--- src/rtl/countdown_timer.sv ---
// rtl/countdown_timer.sv - seconds countdown timer driven by the divider's one_hz_enable strobe
module countdown_timer #(
    parameter int VALUE_WIDTH = 4
) (
    input  logic                   clock,
    input  logic                   reset,
    input  logic                   start_timer,
    input  logic [VALUE_WIDTH-1:0] value,
    input  logic                   pause,
    input  logic                   one_hz_enable,
    output logic                   divider_restart,
    output logic                   expired,
    output logic                   busy,
    output logic [VALUE_WIDTH-1:0] time_left
);

    typedef enum logic {
        IDLE,
        COUNT
    } state_t;

    state_t                 state_q;
    logic [VALUE_WIDTH-1:0] time_left_q;
    logic [VALUE_WIDTH-1:0] time_left_d;
    logic                   busy_q;
    logic                   expired_q;
    logic                   divider_restart_q;
    logic                   accept_strobe;

    assign accept_strobe = (state_q == COUNT) && one_hz_enable && !pause;
    assign time_left_d   = time_left_q - {{(VALUE_WIDTH-1){1'b0}}, 1'b1};

    always_ff @(posedge clock) begin
        if (reset) begin
            state_q           <= IDLE;
            time_left_q       <= '0;
            busy_q            <= 1'b0;
            expired_q         <= 1'b0;
            divider_restart_q <= 1'b0;
        end else begin
            expired_q         <= 1'b0;
            divider_restart_q <= 1'b0;
            if (start_timer) begin
                // A start swallows any strobe in the same cycle and re-phases the divider.
                time_left_q       <= value;
                divider_restart_q <= 1'b1;
                if (value != '0) begin
                    state_q <= COUNT;
                    busy_q  <= 1'b1;
                end else begin
                    state_q   <= IDLE;
                    busy_q    <= 1'b0;
                    expired_q <= 1'b1;
                end
            end else if (accept_strobe) begin
                if (time_left_q > {{(VALUE_WIDTH-1){1'b0}}, 1'b1}) begin
                    time_left_q <= time_left_d;
                end else begin
                    time_left_q <= '0;
                    expired_q   <= 1'b1;
                    busy_q      <= 1'b0;
                    state_q     <= IDLE;
                end
            end
        end
    end

    assign time_left       = time_left_q;
    assign busy            = busy_q;
    assign expired         = expired_q;
    assign divider_restart = divider_restart_q;

endmodule

--- config.mk ---
export PLATFORM = sky130hd
export DESIGN_NAME = countdown_timer
export DESIGN_NICKNAME = d
export VERILOG_FILES = /design/src/rtl/countdown_timer.sv
export SDC_FILE = /design/constraint.sdc
export NUM_CORES = 1
export LEC_CHECK = 0
export CAP_MARGIN = 0
export CORE_AREA = 2 2 39 41
export DETAILED_ROUTE_END_ITERATION = 8
export DIE_AREA = 0 0 41 43
export PLACE_DENSITY = 0.57
export SYNTH_ARGS = -nofsm -noshare
export SYNTH_HDL_FRONTEND = slang
export SYNTH_SLANG_ARGS = --single-unit
--- constraint.sdc ---
create_clock -name clock -period 1.6 [get_ports clock]
set_clock_uncertainty 0.1 [all_clocks]
set_input_delay 0.4 -clock clock [delete_from_list [all_inputs] [get_ports clock]]
set_output_delay 0.4 -clock clock [all_outputs]
set_load 0.005 [all_outputs]
[After elaboration in Yosys (flattened, before gate mapping)]
Index checks and enable logic that the tools add are counted.
Word-level totals
  flip-flop bits (word level): 7
  input port bits: 9
  output and inout port bits: 7
  word-level logic and storage cells: 25
Cells by class
  add/sub/neg operators: 1
  $lt $le $gt $ge: 1
  equality and inequality tests: 1
  multiplexer cells: 12
  reductions and logical operators: 6
Operators with widths (count)
  $mux W4: 3
  $mux W1: 9
  $gt A4 B1 Y1 const B: 1
  $reduce_bool A4 Y1: 1
  $sub A4 B1 Y4 const B: 1
  $logic_and A1 B1 Y1: 2
  $ne A2 B2 Y1 const B: 1
  $reduce_and A2 Y1: 1
  $reduce_bool A2 Y1: 1
  $logic_not A1 Y1: 1

[Depth between registers and ports, before layout]
  depth in word-level cells: 4
  mapped depth: 5
  gate-level depth less buffers: 5

[Least setup slack after synthesis]
Ideal clock, no wire load.
  kind: flip-flop to flip-flop
  start point: register time_left_q[0], in the netlist time_left[0]
  end point: register time_left_q[0], in the netlist time_left[0]
  setup time: 0.095 ns
  arrival time: 1.229 ns
  data required time: 1.405 ns
  slack: 0.176 ns
  cell stages (with the launch flop): 6
  path buffers: 0
  period minus slack after synthesis: 1.424 ns
  cell sequence: dfxtp_1 -> inv_1 -> ha_1 -> nor2_1 -> o311ai_0 -> a221oi_1
On the way
  cells in the longest elaborated chain, start to end: 4
  elaborated cells on any way between the ends: 5
  classes of those cells: 1 x add/sub; 1 x order compare; 3 x mux
RTL lines
  start, declared: line 23  | logic [VALUE_WIDTH-1:0] time_left_q;
  start signal, assigned: line 45  | time_left_q <= value;
  start signal, assigned: line 57  | time_left_q <= time_left_d;
  $sub A4 B1 Y4 / $gt A4 B1 Y1 (equally long branches): line 31, 56
  $mux W4 *: line 56  | if (time_left_q > {{(VALUE_WIDTH-1){1'b0}}, 1'b1}) begin
  $mux W4 *: line 55  | end else if (accept_strobe) begin
  $mux W4 *: line 43  | if (start_timer) begin
Every way passes the cells marked *; elsewhere a longest branch is shown, timed or not. The select of a mux whose other input is x is not followed.
A chain may end at the register's enable or synchronous reset.

[Worst setup path in the final report]
  start point: register divider_restart_q, in the netlist divider_restart
  end point: output divider_restart
RTL lines
  start, declared: line 27  | logic divider_restart_q;
  start signal, assigned: line 39  | divider_restart_q <= 1'b0;
  start signal, assigned: line 42  | divider_restart_q <= 1'b0;
  start signal, assigned: line 46  | divider_restart_q <= 1'b1;
  end, declared: line 11  | output logic divider_restart,
No word-level cell between the ends.

==> run metrics <==
status=finished clean; area share of the largest cell type after synthesis=0.336; Area contributors post-synth=dfxtp_1 (34%), o311ai_0 (8.4%), ha_1 (6.0%); commonest cells in the netlist=dfxtp_1 (7), inv_1 (5), o311ai_0 (4); Pint=around 350 uW; fin cells=85; first-pass GRT wire length=roughly 1900 um; fin util=0.472; Via density=5.18; drt wl/cell=13.1 um; top_reg_cell synth=dfxtp_1; Net Count, Synth=57; Final setup viols=0; Max Fclk=around 650 MHz; Psw=roughly 130 uW; worst slew pin tran=roughly 0.34 ns; gr usage total=0.162; Worst path max stage delay=0.49 ns; wl on met1=around 500 um; met2 wire length=525 um; # H-tree levels=1; Die W=41 um; vias in the first global route=440; crit end category=output pin; Slew HR=0.772; DRT Wirelength=between 1000 and 1500 um; CTS root buf=clkbuf_4; pin count of the biggest net entering global routing=10; Top Ports=16; worst endpoint data arrival time=approximately 1.0 ns; final hold viol count=0; CP Max Fanout=1; clock sinks=7; Reg power frac=0.407; setup TNS=0 ns; Pwr Total=474 uW; clk buf depth=2; Hold WS=just under 0.5 ns; most common cell in the synthesized netlist=dfxtp_1; HP Class=reg2reg; slowest CP cell=clkdlybuf4s50_1; CP Launch Type=flip-flop; Slew Limit Fails=0; EDFF count, synth=0; Post-Synthesis Cells=46; WP data required=~1.1 ns; Yosys top cell by area=dfxtp_1; RSZ-0062 raised after global routing=no; clock power share=0.346; Post-CTS Resized=6; Mapped Avg Cell Area=9.06 sq um; die height=roughly 43 um; Buf/Inv on CP=1; core area=approximately 1400 sq um; die area=between 1500 and 2000 sq um; Mapped Area=~420 sq um; share of layout cells above drive strength 1=0.203; detailed placement HPWL=around 790 um; Final #Nets=81; CTS tree=done; ANT cells=0; TritonCTS buffer count=3; family with the most delay on the worst path=buffers and inverters; count of cell types in the netlist=25; Static Leak=0.000317 uW; Skew-Pair Late Insertion Delay=roughly 0.25 ns; Routed met3 length=between 60 and 70 um; Combinational Power Share=0.248; Routed Antenna Nets=0; number of buffers added on ports=15; setup bufs post-CTS=0; Cell Rows=14; post-layout min period=roughly 1.5 ns; Syn-to-layout area delta=56.8%; max-cap viol count=0; Setup Crit Path Kind=reg2out; CTS clk-pin slew, worst paths=~0.050 ns; initial antenna violation count=0; Starting Density=0.301; CP cell instances=clkdlybuf4s50_1; VDD IR max=about 340 uV; DRC Markers=0; crit share post-route=0.964; Net Sw Frac=0.266; synthesis warning total=0; Synth Register Bits=7; CTS Hold Bufs=0; routability cong.=approximately 0.86; GRT overflow=0; placed cell count=81; first-pass iteration count of the detailed router=4; Async S/R FF share, synth=0; DR vias=440; top sig layer=met4; sequential area share after synthesis=0.336; Starting DRT DRC Count=14; Pwr Density=around 730 nW/um^2
worst min-delay path: cells and delay by family (launching register included):
kind | cells | cell delay (ns)
compound gates | 2 | 0.20
flops | 1 | 0.36
final cells by class:
class,instances,area (sq um)
clock buffer,4,26.3
multi-input combinational,31,234
timing repair buffer,22,208
inverter,5,18.8
tap,16,20.0
sequential,7,146
fill,145,731
placed cells by master, fill, tap and decap left out, types with 2 or more instances in the layout:
master,n
nand3b_1,2
nand2_1,2
inv_1,5
nor2b_1,3
a31oi_1,2
ha_1,2
dfxtp_2,2
o311ai_0,2
dfxtp_1,4
buf_4,7
clkbuf_4,3
clkdlybuf4s50_1,10
dlygate4sd2_1,2
o311ai_1,2
a21oi_1,2
dlymetal6s2s_1,3
o41ai_1,2
cells by family after synthesis:
| group | share of synthesized area |
|---|---|
| AOI/OAI and AO/OA | 0.258 |
| buffers and inverters | 0.102 |
| and+or+nand+nor | 0.201 |
| adders and majority gates | 0.0601 |
| DFF | 0.336 |
| xor gates and xnor gates | 0.0420 |
flip-flops by register name, summed over array words and instances, names as in the netlist:
register	cells
time_left	4
divider_restart	1
expired	1
busy	1
power groups by stage:
stage | Sequential (uW) | Clock [uW] | Combinational [uW]
finish | 193 | 164 | 117
detailed placement | 196 | 0 | 119
floorplan | 197 | 0 | 51.3
global route | 195 | 185 | 130
CTS | 193 | 170 | 118
global placement | 196 | 0 | 120
layer usage:
metal  vias up  GRT usage
li1        220          -
met1       205      0.203
met2        13      0.231
met3         2     0.0471
met4         0      0.100
met5         -          0
worst paths after layout:
kind                        start  cells past startpoint  slack, ns              end
setup / recovery  divider_restart                      1       0.06  divider_restart
hold / removal       time_left[0]                      2       0.50     time_left[0]
hold reg to reg      time_left[0]                      2       0.50     time_left[0]
setup reg to reg     time_left[0]                      6       0.17             busy
per-stage QoR:
| stage | cell area, sq um | setup WS [ns] |
|---|---|---|
| after floorplan | 417 | 0.176 |
| after global placement | 616 | -0.114 |
| after detailed placement | 616 | -0.101 |
| after CTS | 646 | 0.00654 |
| after global routing | 653 | 0.000542 |
| final | 653 | 0.0570 |
Power figures use the tool's default switching activity.
